[config.mk]
export PLATFORM = sky130hd
export DESIGN_NAME = alu_arbiter
export DESIGN_NICKNAME = d
export VERILOG_FILES = /design/src/rtl/alu_arbiter.sv
export SDC_FILE = /design/constraint.sdc
export NUM_CORES = 1
export LEC_CHECK = 0
export BUFFER_PORTS_ARGS = -buffer_cell sky130_fd_sc_hd__buf_2
export CAP_MARGIN = 20
export CORE_MARGIN = 5
export CORE_UTILIZATION = 49
export DETAILED_ROUTE_END_ITERATION = 6
export HOLD_SLACK_MARGIN = 0.05
export MAX_ROUTING_LAYER = met4
export PLACE_DENSITY = 0.92
export SYNTH_ARGS = -nofsm -noshare
export SYNTH_HDL_FRONTEND = slang
export SYNTH_SLANG_ARGS = --single-unit
[constraint.sdc]
create_clock -name i_clk -period 5.04 [get_ports i_clk]
set_input_delay 1.008 -clock i_clk [delete_from_list [all_inputs] [get_ports i_clk]]
set_output_delay 1.008 -clock i_clk [all_outputs]
set_load 0.01 [all_outputs]
[src/rtl/alu_arbiter.sv]
// Round-robin arbiter that shares one sequential ALU among N_REQ requesters.
//
// Ports:
//   i_clk, i_nrst          clock, asynchronous active-low reset
//   i_req                  per-requester request level
//   i_op, i_a, i_b         per-requester opcode (00 add, 01 sub, 10 mul, 11 div) and operands
//   o_gnt                  one-hot grant pulse (cycle after selection)
//   o_valid                one-hot result-valid pulse
//   o_q, o_ovf, o_dz       registered result and flags, held until the next o_valid
//   o_busy                 high while a transaction occupies the ALU (LAUNCH/WAIT)
//   o_alu_a, o_alu_b       operands to the shared ALU, stable from launch until completion
//   o_alu_add/sub/mul/div  single-cycle op strobes to the ALU
//   i_alu_q, i_alu_ovf     ALU result and overflow
//   i_alu_accept           ALU completion pulse, only honoured while waiting
module alu_arbiter #(
  parameter int unsigned DATA_WIDTH = 8,
  parameter int unsigned N_REQ      = 4
) (
  input  logic                          i_clk,
  input  logic                          i_nrst,
  input  logic [N_REQ-1:0]              i_req,
  input  logic [2*N_REQ-1:0]            i_op,
  input  logic [N_REQ*DATA_WIDTH-1:0]   i_a,
  input  logic [N_REQ*DATA_WIDTH-1:0]   i_b,
  output logic [N_REQ-1:0]              o_gnt,
  output logic [N_REQ-1:0]              o_valid,
  output logic [DATA_WIDTH-1:0]         o_q,
  output logic                          o_ovf,
  output logic                          o_dz,
  output logic                          o_busy,
  output logic [DATA_WIDTH-1:0]         o_alu_a,
  output logic [DATA_WIDTH-1:0]         o_alu_b,
  output logic                          o_alu_add,
  output logic                          o_alu_sub,
  output logic                          o_alu_mul,
  output logic                          o_alu_div,
  input  logic [DATA_WIDTH-1:0]         i_alu_q,
  input  logic                          i_alu_ovf,
  input  logic                          i_alu_accept
);

  localparam int unsigned IdxW = (N_REQ > 1) ? $clog2(N_REQ) : 1;

  localparam logic [1:0] OpAdd = 2'b00;
  localparam logic [1:0] OpSub = 2'b01;
  localparam logic [1:0] OpMul = 2'b10;
  localparam logic [1:0] OpDiv = 2'b11;

  localparam logic [N_REQ-1:0] OneHot0 = N_REQ'(1);

  typedef enum logic [1:0] {StIdle, StLaunch, StWait} state_e;

  state_e                  state_q, state_d;
  logic [IdxW-1:0]         last_q, last_d;
  logic [IdxW-1:0]         win_q, win_d;
  logic [1:0]              op_q, op_d;
  logic [DATA_WIDTH-1:0]   alu_a_q, alu_a_d;
  logic [DATA_WIDTH-1:0]   alu_b_q, alu_b_d;
  logic [N_REQ-1:0]        gnt_q, gnt_d;
  logic [N_REQ-1:0]        valid_q, valid_d;
  logic [DATA_WIDTH-1:0]   res_q, res_d;
  logic                    ovf_q, ovf_d;
  logic                    dz_q, dz_d;

  // Unpack the flat request buses so the winner can be indexed directly.
  logic [1:0]            op_arr [N_REQ];
  logic [DATA_WIDTH-1:0] a_arr  [N_REQ];
  logic [DATA_WIDTH-1:0] b_arr  [N_REQ];

  for (genvar k = 0; k < N_REQ; k++) begin : g_unpack
    assign op_arr[k] = i_op[2*k +: 2];
    assign a_arr[k]  = i_a[k*DATA_WIDTH +: DATA_WIDTH];
    assign b_arr[k]  = i_b[k*DATA_WIDTH +: DATA_WIDTH];
  end

  // Round-robin pick: offsets are scanned from farthest to nearest so the requester
  // immediately after last_q is written last and therefore wins.
  logic [IdxW-1:0] pick;
  always_comb begin
    int cand;
    logic [IdxW-1:0] idx;
    cand = 0;
    idx  = '0;
    pick = last_q;
    for (int i = int'(N_REQ); i >= 1; i--) begin
      cand = (int'(last_q) + i) % int'(N_REQ);
      idx  = IdxW'(cand);
      if (i_req[idx]) begin
        pick = idx;
      end
    end
  end

  logic [1:0]            sel_op;
  logic [DATA_WIDTH-1:0] sel_a;
  logic [DATA_WIDTH-1:0] sel_b;
  assign sel_op = op_arr[pick];
  assign sel_a  = a_arr[pick];
  assign sel_b  = b_arr[pick];

  always_comb begin
    state_d = state_q;
    last_d  = last_q;
    win_d   = win_q;
    op_d    = op_q;
    alu_a_d = alu_a_q;
    alu_b_d = alu_b_q;
    gnt_d   = '0;
    valid_d = '0;
    res_d   = res_q;
    ovf_d   = ovf_q;
    dz_d    = dz_q;
    unique case (state_q)
      StIdle: begin
        if (|i_req) begin
          win_d   = pick;
          last_d  = pick;
          op_d    = sel_op;
          alu_a_d = sel_a;
          alu_b_d = sel_b;
          gnt_d   = OneHot0 << pick;
          if ((sel_op == OpDiv) && (sel_b == '0)) begin
            // Divide by zero completes locally without touching the ALU.
            valid_d = OneHot0 << pick;
            res_d   = '0;
            ovf_d   = 1'b0;
            dz_d    = 1'b1;
          end else begin
            state_d = StLaunch;
          end
        end
      end
      StLaunch: begin
        state_d = StWait;
      end
      StWait: begin
        if (i_alu_accept) begin
          valid_d = OneHot0 << win_q;
          res_d   = i_alu_q;
          ovf_d   = i_alu_ovf;
          dz_d    = 1'b0;
          state_d = StIdle;
        end
      end
      default: begin
        state_d = StIdle;
      end
    endcase
  end

  always_ff @(posedge i_clk or negedge i_nrst) begin
    if (!i_nrst) begin
      state_q <= StIdle;
      last_q  <= IdxW'(N_REQ - 1);
      win_q   <= '0;
      op_q    <= OpAdd;
      alu_a_q <= '0;
      alu_b_q <= '0;
      gnt_q   <= '0;
      valid_q <= '0;
      res_q   <= '0;
      ovf_q   <= 1'b0;
      dz_q    <= 1'b0;
    end else begin
      state_q <= state_d;
      last_q  <= last_d;
      win_q   <= win_d;
      op_q    <= op_d;
      alu_a_q <= alu_a_d;
      alu_b_q <= alu_b_d;
      gnt_q   <= gnt_d;
      valid_q <= valid_d;
      res_q   <= res_d;
      ovf_q   <= ovf_d;
      dz_q    <= dz_d;
    end
  end

  // Strobes are decoded from the registered state, so they are high only in LAUNCH.
  assign o_alu_add = (state_q == StLaunch) && (op_q == OpAdd);
  assign o_alu_sub = (state_q == StLaunch) && (op_q == OpSub);
  assign o_alu_mul = (state_q == StLaunch) && (op_q == OpMul);
  assign o_alu_div = (state_q == StLaunch) && (op_q == OpDiv);

  assign o_busy  = (state_q != StIdle);
  assign o_gnt   = gnt_q;
  assign o_valid = valid_q;
  assign o_q     = res_q;
  assign o_ovf   = ovf_q;
  assign o_dz    = dz_q;
  assign o_alu_a = alu_a_q;
  assign o_alu_b = alu_b_q;

endmodule

Yosys cells after proc, flatten, opt, wreduce, memory -nomap -nowiden
Index checks and enable logic that the tools add are counted.
{"block": "word_totals", "input_bits": 88, "regBits": 42, "output_inout_bits": 39}
{"block": "classes", "n_addsub": 4, "eq_ne": 10, "n_reduce_logical": 14, "n_lt_le_gt_ge": 5, "bitwise_logic": 1, "muxes": 43, "shift": 2}
{"op": "8-bit two-way mux", "n": 7}
{"op": "8-bit binary-select mux with 2-bit select", "n": 2}
{"op": "4-bit two-way mux", "n": 5}
{"op": "2-bit two-way mux", "n": 9}
{"op": "8-bit one-hot mux with 2 select lines", "n": 1}
{"op": "2-bit by 3-bit less-than comparator with 1-bit output (second input constant)", "n": 4}
{"op": "1-bit two-way mux", "n": 10}
{"op": "1-bit binary-select mux with 2-bit select", "n": 4}
{"op": "2-bit == test (second input constant)", "n": 4}
{"op": "8-bit zero test", "n": 1}
{"op": "2-bit inequality test (second input constant)", "n": 4}
{"op": "4-bit one-hot mux with 2 select lines", "n": 1}
{"op": "1-bit by 2-bit << shifter with 4-bit output (first input constant)", "n": 2}
{"op": "2-bit one-hot mux with 3 select lines", "n": 1}
{"op": "1-bit logical AND", "n": 5}
{"op": "2-bit by 1-bit adder with 2-bit output (second input constant)", "n": 2}
{"op": "2-bit adder (second input constant)", "n": 2}
{"op": "2-bit binary-select mux with 2-bit select", "n": 1}
{"op": "2-bit by 1-bit == test with 1-bit output (second input constant)", "n": 2}
{"op": "2-bit zero test", "n": 2}
{"op": "1-bit one-hot mux with 2 select lines", "n": 2}
{"op": "4-bit AND reduction", "n": 1}
{"op": "2-bit nonzero test", "n": 2}
{"op": "4-bit OR reduction", "n": 1}
{"op": "4 further kinds", "n": 4}

Logic depth before layout (Yosys ltp)
Gate-level depths: netlist (run 1).
{"block": "logic_depth", "depth_word": 16, "mapped_depth": 12}

Least setup slack after synthesis (run 1)
OpenSTA, ideal clock, no wires.
{"block": "synth_path", "path_kind": "input -> register", "from": "input i_req[2]", "to": "register ovf_q, in the netlist o_ovf", "t_required_ns": 4.916, "cell_stages": 10, "path_slack_ns": 2.317, "path_buffers": 3, "arrival_time_ns": 2.600, "cell_sequence": "mux2i_1 -> a221oi_2 -> buf_4 -> a21oi_1 -> a22o_1 -> nor4b_1 -> and3_1 -> buf_4 -> buf_6 -> o21ai_1"}
{"block": "synth_between", "elab_chain_len": 14, "elab_cells_between_ends": 26}
{"item": "start: declaration", "line": "21", "rtl": "input logic [N_REQ-1:0] i_req,"}
{"item": "1-bit binary-select mux with 2-bit select", "line": "88", "rtl": "if (i_req[idx]) begin"}
{"item": "1-bit two-way mux (not written as such)", "line": "88"}
{"item": "2-bit two-way mux (4 in a row)", "line": "88"}
{"item": "2-bit NOT with 3-bit output (not written as such)", "line": "97, 99"}
{"item": "8-bit binary-select mux with 2-bit select or 2-bit binary-select mux with 2-bit select (tied branches)", "line": "99, 97"}
{"item": "8-bit two-way mux (not written as such) or 2-bit two-way mux (tied branches) (2 in a row)", "line": "99, 97"}
{"item": "8-bit zero test or 2-bit == test (tied branches)", "line": "122", "rtl": "if ((sel_op == OpDiv) && (sel_b == '0)) begin"}
{"item": "1-bit logical AND", "line": "122"}
{"item": "2-bit inequality test (no source line)"}
{"item": "4-bit AND reduction (no source line) *"}
{"item": "end signal: assignment", "line": "174", "rtl": "ovf_q <= ovf_d;"}
{"item": "end: declaration", "line": "62", "rtl": "logic ovf_q, ovf_d;"}
Every way passes the cells marked *; elsewhere a longest branch is shown, timed or not. The select of a mux whose other input is x is not followed.
A chain may end at the register's enable or synchronous reset.

Worst setup path after layout (run 1)
{"block": "layout_path", "from": "input i_req[0]", "to": "register valid_q[0], in the netlist o_valid[0]"}
{"block": "layout_between", "elab_chain_len": 15, "elab_cells_between_ends": 27}
{"item": "1-bit binary-select mux with 2-bit select", "line": "88"}
{"item": "1-bit two-way mux (not written as such)", "line": "88"}
{"item": "2-bit two-way mux (4 in a row)", "line": "88"}
{"item": "2-bit NOT with 3-bit output (not written as such)", "line": "97, 99"}
{"item": "8-bit binary-select mux with 2-bit select or 2-bit binary-select mux with 2-bit select (tied branches)", "line": "99, 97"}
{"item": "8-bit two-way mux (not written as such) or 2-bit two-way mux (tied branches) (2 in a row)", "line": "99, 97"}
{"item": "8-bit zero test or 2-bit == test (tied branches)", "line": "122"}
{"item": "1-bit logical AND", "line": "122"}
{"item": "4-bit two-way mux", "line": "122"}
{"item": "4-bit two-way mux *", "line": "115", "rtl": "if (|i_req) begin"}
{"item": "4-bit one-hot mux with 2 select lines *", "line": "113", "rtl": "unique case (state_q)"}
{"item": "net valid_d[0]", "line": "60", "rtl": "logic [N_REQ-1:0] valid_q, valid_d;"}
{"item": "end signal: assignment", "line": "172", "rtl": "valid_q <= valid_d;"}
{"item": "end: declaration", "line": "60"}
Mark *: on every way through the listed nets, which the timed path passes. The rest lies on a longest branch. The select of a mux whose other input is x is not followed.

==> flow_metrics.env, run 1 <==
export IMPL_leakagePower_uw=0.00169
export IMPL_clockBufferDepth=2
export IMPL_layout_nets=465
export IMPL_synth_flop_cell="dfrtp_1"
export IMPL_synth_most_common_cell="dfrtp_1"
export IMPL_first_pass_iters=4
export IMPL_arrival_ns=3.74
export IMPL_peakVddDrop_v=0.000288
export IMPL_postCtsHoldBufs=0
export IMPL_cts_buffers=5
export IMPL_place_inst=437
export IMPL_skew_ns=0.00473
export IMPL_ys_warn_count=0
export IMPL_htreeDepth=2
export IMPL_maxSlewViolCount=0
export IMPL_synth_cell_type_count=36
export IMPL_drive_above_1_share_pct=40.5
export IMPL_start_util_pct=51.0
export IMPL_syn_inst=262
export IMPL_synth_top_area_cell="dfrtp_1"
export IMPL_hold_viol=0
export IMPL_max_freq_mhz=285
export IMPL_slew_headroom_pct=22.4
export IMPL_worstMarginPinSlew_ns=1.16
export IMPL_io_buffers=126
export IMPL_async_flop_share_pct=100
export IMPL_rsz0062_at_grt="false"
export IMPL_grt_pass1_wl_mm=9.98
export IMPL_hold_class="register to register"
export IMPL_synth_common_cells="40 x dfrtp_1, 33 x nand2_1, 28 x mux2i_1, 24 x a21oi_1, 19 x nor2_1"
export IMPL_clkLatencyLatePin_ns=0.29
export IMPL_startpoint_type="input pin"
export IMPL_die_y_um=80.3
export IMPL_p_per_area_nw_per_um2=574
export IMPL_area_growth_pct=30.5
export IMPL_cts_root_buf="clkbuf_8"
export IMPL_pre_cts_ws_ns=1.24
export IMPL_clkSinkCount=42
export IMPL_fp_dieW_um=80.3
export IMPL_end_kind="register"
export IMPL_viasPerCell=5.12
export IMPL_synth_edf_count=0
export IMPL_grt_max_degree=46
export IMPL_setup_tns_ns=0
export IMPL_hold_start="o_alu_a[4]$_DFFE_PN0P_"
export IMPL_worstPathRequired_ns=5.27
export IMPL_layout_cells_non_filler=445
export IMPL_critical_path_peak_fanout=26
export IMPL_min_period_ns=3.51
export IMPL_gp_congestion=0.845
export IMPL_die_area_um2=6460
export IMPL_hold_slack_ns=0.477
export IMPL_status="complete, no violations"
export IMPL_crit_start="i_req[0]"
export IMPL_via_count=2278
export IMPL_fin_ws_ns=1.53
export IMPL_drc=0
export IMPL_cts_tree="done"
export IMPL_num_io_pins=127
export IMPL_coreArea_um2=4750
export IMPL_drt_iter0_drc=65
export IMPL_cts_resized=0
export IMPL_cts_clk_slew_worst_paths_ns=0.07
export IMPL_r2r_setup_slack_ns=1.72
export IMPL_synth_top_area_share_pct=41.3
export IMPL_grt_use_total_pct=19.9
export IMPL_ys_seq_area_share_pct=43.4
export IMPL_ys_seq_elements=42
export IMPL_final_antenna_net_count=0
export IMPL_antenna_cells=0
export IMPL_min_period_over_period_pct=69.7
export IMPL_cts_setup_buffers=0
export IMPL_setup_viol=0
export IMPL_antenna_found_initial=0
export IMPL_grt_ovfl_total=0
export IMPL_wirelength_mm=6.21
export IMPL_grt_pass1_vias=2223
export IMPL_syn_area_um2=2420
export IMPL_cap_violations=0
export IMPL_syn_nets=350
export IMPL_worstSetupPathType="input pin to register"
export IMPL_dp_hpwl_mm=4.87
export IMPL_rows=25
export IMPL_avgRoutedWirePerCell_um=13.9
export IMPL_r2r_start="last_q[1]$_DFFE_PN1P_"
export IMPL_synthTopCellsByArea="dfrtp_1 41%, mux2i_1 12%, nand2_1 5.1%"
export IMPL_synth_area_per_cell_um2=9.26
-- report_power, final --
group | internal [uW] | switching, uW | total (uW)
sequential | 492 | 104 | 597
clock | 110 | 109 | 219
combinational | 447 | 552 | 999
-- flip-flops by register name, summed over array words and instances, names as in the netlist --
name and cells:
o_alu_a 8, o_alu_b 8, o_q 8, o_gnt 4, o_valid 4, last_q 2
op_q 2, state_q 2, win_q 2, o_dz 1, o_ovf 1
-- cells by family (layout without fill, tap and decap cells) --
logic type	count (synthesis)	count (layout)	share of synthesized area, %
AOI/OAI and AO/OA	64	64	16.2
buffers and inverters	23	139	4.80
DFF	42	42	43.4
muxes	38	38	16.2
and+or+nand+nor	95	95	19.4
-- final cells by class --
cell class / count / area [um^2]
Multi-Input combinational cell: 197 / 1270
Inverter: 2 / 7.51
Clock buffer: 7 / 86.3
Clock inverter: 1 / 5.00
Timing Repair Buffer: 129 / 653
Tap cell: 67 / 83.8
Sequential cell: 42 / 1050
Fill cell: 405 / 1590
-- layer usage --
layer | wire length, um | GRT usage [%]
met1 | 2610 | 24.3
met2 | 3130 | 33.6
met5 | 0 | -
met3 | 353 | 2.80
met4 | 115 | 7.26
-- critical path, stage by stage --
cell      delay, ns
buf_2          0.11
mux2i_1        0.11
a221oi_4       0.97
a21oi_1        0.17
a22o_1         0.29
nor4b_1        0.28
and3_1         0.55
a22o_1         0.24
-- per-stage QoR --
stage / instance area [um^2] / total power [uW] / utilization, %
floorplan: 2420 / 1310 / -
global placement: 3070 / 1570 / 64.6
detailed placement: 3070 / 1610 / 64.6
CTS: 3160 / 1830 / 66.6
global route: 3160 / 1970 / 66.6
finish: 3160 / 1810 / 66.6
-- layout by cell type (no fill, tap or decap), types with 2 or more instances in the layout --
cell type	instances
buf_2	126
dfrtp_1	40
nand2_1	33
mux2i_1	28
a21oi_1	24
nor2_1	19
nand2b_1	15
o21ai_0	13
and3_1	11
mux2_2	10
o21ai_1	9
clkbuf_8	6
nor3_1	5
a22o_1	5
or2_2	3
nor3b_1	3
a22oi_1	3
buf_4	3
inv_1	2
a32o_1	2
a21o_1	2
dfstp_2	2
-- final timing paths --
path | to | cells past startpoint
max | o_valid[0]$_DFF_PN0_ | 8
min | o_alu_a[4]$_DFFE_PN0P_ | 2
max reg2reg | o_valid[0]$_DFF_PN0_ | 7
min reg2reg | o_alu_a[4]$_DFFE_PN0P_ | 2
max in group asynchronous | o_alu_b[6]$_DFFE_PN0P_ | 1
min in group asynchronous | o_alu_a[7]$_DFFE_PN0P_ | 1
No activity file was read; power rests on OpenSTA's default activity.
==> run 2, diff against run 1 <==
Settings changed: ABC_AREA set to 1, CORE_UTILIZATION 49 to 47, PLACE_DENSITY 0.92 to 0.87.
Clock period 5.04 ns to 3.5 ns, I/O delays scaled along.
==> flow_metrics.env, run 2 <==
export IMPL_grt_pass1_wl_mm=12.2
export IMPL_cts_resized=0
export IMPL_cts_clk_slew_worst_paths_ns=0.07
export IMPL_critPathMaxStageDelay_ns=0.68
export IMPL_fill_cells=502
export IMPL_drt_iter0_drc=134
export IMPL_antenna_cells=0
export IMPL_worstSetupPathType="register to register"
export IMPL_die_y_um=85.9
export IMPL_die_area_um2=7380
export IMPL_startpoint_type="register"
export IMPL_peakVddDrop_v=0.000929
export IMPL_cap_violations=0
export IMPL_maxSlewViolCount=0
export IMPL_rows=27
export IMPL_cts_root_buf="clkbuf_8"
export IMPL_wirelength_mm=7.65
export IMPL_first_pass_iters=4
export IMPL_worstMarginPinSlew_ns=0.901
export IMPL_arrival_ns=3.07
export IMPL_synthTopCellsByArea="dfrtp_1 37%, nand2_1 16%, nand3_2 5.2%"
export IMPL_end_kind="register"
export IMPL_via_count=2814
export IMPL_rsz0062_at_grt="false"
export IMPL_synth_flop_cell="dfrtp_1"
export IMPL_clockBufferDepth=2
export IMPL_coreArea_um2=5540
export IMPL_synth_area_per_cell_um2=7.65
export IMPL_path_cells="inv_6 -> nand2_4 -> nand2_4 -> nand2_1 -> nand2_1 -> nand2_2 -> nand3_4 -> nand2_8 -> nor2_2 -> nand2_1 -> nand2_1 -> nor2_1 -> nand2_1 -> nor2_4 -> nand3_4 -> nand2_4 -> nand2_4 -> nand2_1 -> nand2_1"
export IMPL_mostFrequentLayoutCells="126 x buf_2, 117 x nand2_1, 40 x dfrtp_1"
export IMPL_layout_nets=562
export IMPL_syn_area_um2=2710
export IMPL_drc=0
export IMPL_synth_cell_type_count=32
export IMPL_skew_ns=0.00566
export IMPL_start_util_pct=48.9
export IMPL_dp_hpwl_mm=5.97
export IMPL_clkLatencyLatePin_ns=0.29
export IMPL_synth_common_cells="117 x nand2_1, 40 x dfrtp_1, 34 x inv_1, 29 x nor2_1, 15 x nand3_1"
export IMPL_final_common_cell="buf_2"
export IMPL_grt_pass1_vias=2658
export IMPL_grt_max_degree=43
export IMPL_avgRoutedWirePerCell_um=14.0
export IMPL_gp_congestion=0.856
export IMPL_synth_edf_count=0
export IMPL_async_flop_share_pct=100
export IMPL_min_period_ns=2.89
export IMPL_cts_buffers=5
export IMPL_cts_tree="done"
export IMPL_slew_headroom_pct=39.9
export IMPL_syn_nets=442
export IMPL_fp_dieW_um=85.9
export IMPL_grt_use_total_pct=21.1
export IMPL_hold_class="register to register"
export IMPL_synth_top_area_cell="dfrtp_1"
export IMPL_htreeDepth=2
export IMPL_grt_ovfl_total=0
export IMPL_io_buffers=126
export IMPL_hold_viol=0
export IMPL_p_per_area_nw_per_um2=1120
export IMPL_leakagePower_uw=0.00193
export IMPL_drive_above_1_share_pct=39.7
export IMPL_setup_tns_ns=0
export IMPL_critical_path_peak_fanout=25
export IMPL_synth_top_area_share_pct=37.0
export IMPL_final_util_pct=62.0
export IMPL_ys_seq_elements=42
export IMPL_cpMaxStageDelayCell="dfstp_2"
export IMPL_viasPerCell=5.15
export IMPL_setup_viol=0
export IMPL_clkSinkCount=42
export IMPL_area_growth_pct=26.9
export IMPL_min_period_over_period_pct=82.7
export IMPL_num_io_pins=127
export IMPL_max_freq_mhz=346
export IMPL_syn_inst=354
export IMPL_postCtsHoldBufs=0
export IMPL_synth_most_common_cell="nand2_1"
export IMPL_ys_warn_count=0
export IMPL_status="complete, no violations"
export IMPL_cts_setup_buffers=0
export IMPL_ys_seq_area_share_pct=38.9
export IMPL_antenna_found_initial=0
export IMPL_final_antenna_net_count=0
export IMPL_worstPathRequired_ns=3.68
export IMPL_crit_top_cell="nand2_1"
[run 2: cell types whose count changed after synthesis, moves of 15 or more]
cell,before,now
nand2b_1,15,0
a21oi_1,24,1
nand2_1,33,117
mux2i_1,28,0
nand3_1,0,15
inv_1,2,34
[run 2: final timing paths]
path	endpoint	startpoint	cells after the start	slack (ns)
worst max-delay path	o_q[0]$_DFFE_PN0P_	last_q[0]$_DFFE_PN1P_	19	0.61
worst min-delay path	o_q[7]$_DFFE_PN0P_	o_q[7]$_DFFE_PN0P_	2	0.47
worst max register to register	o_q[0]$_DFFE_PN0P_	last_q[0]$_DFFE_PN1P_	19	0.61
worst min register to register	o_q[7]$_DFFE_PN0P_	o_q[7]$_DFFE_PN0P_	2	0.47
max in group asynchronous	o_alu_b[0]$_DFFE_PN0P_	i_nrst	1	2.41
min in group asynchronous	o_alu_b[2]$_DFFE_PN0P_	i_nrst	1	0.53
[run 2: worst max-delay path, delay by kind of cell, from the launching register on]
| family | cells | cell delay (ns) |
|---|---|---|
| AND/OR/NAND/NOR | 18 | 1.99 |
| flip-flops | 1 | 0.68 |
| buffers and inverters | 1 | 0.09 |
[run 2: power by group]
part	internal (uW)	leakage (uW)	switching, uW
sequential	716	0.000531	131
clock	228	0.0000573	157
combinational	827	0.00134	1800
total	1770	0.00193	2090
[run 2: layer usage]
layer | share of wire, % | global-route usage, % | vias to the layer above
li1 | - | - | 1378
met1 | 43 | 28.1 | 1290
met2 | 45 | 31.6 | 132
met3 | 9.6 | 5.76 | 14
met4 | 2.0 | 5.76 | 0
met5 | 0 | - | -
[run 2: final cells by class]
type | count | area (um^2) | area share (%)
inverters | 40 | 158 | 4.59
well taps | 72 | 90.1 | 2.62
flip-flops and latches | 42 | 1050 | 30.7
clock inverters | 1 | 30.0 | 0.874
repair buffers | 128 | 646 | 18.8
clock buffers | 6 | 82.6 | 2.40
multi-input cells | 257 | 1380 | 40.1
[run 2: kinds of logic after synthesis]
logic type	after synthesis	synth area share, %
AOI/OAI and AO/OA	31	7.49
buffers and inverters	55	10.2
DFF	42	38.9
and+or+nand+nor	226	43.4
[run 2: through the flow]
stage / area, um^2 / hold WS [ns] / instances / total power (uW) / setup slack, ns
floorplan: 2710 / 0.404 / 354 / 2940 / 1.15
global placement: 3320 / 0.452 / 539 / 3380 / 0.631
detailed placement: 3320 / 0.453 / 539 / 3470 / 0.503
CTS: 3440 / 0.471 / 546 / 3870 / 0.592
global route: 3440 / 0.501 / 546 / 4210 / 0.319
finish: 3440 / 0.469 / 546 / 3860 / 0.606
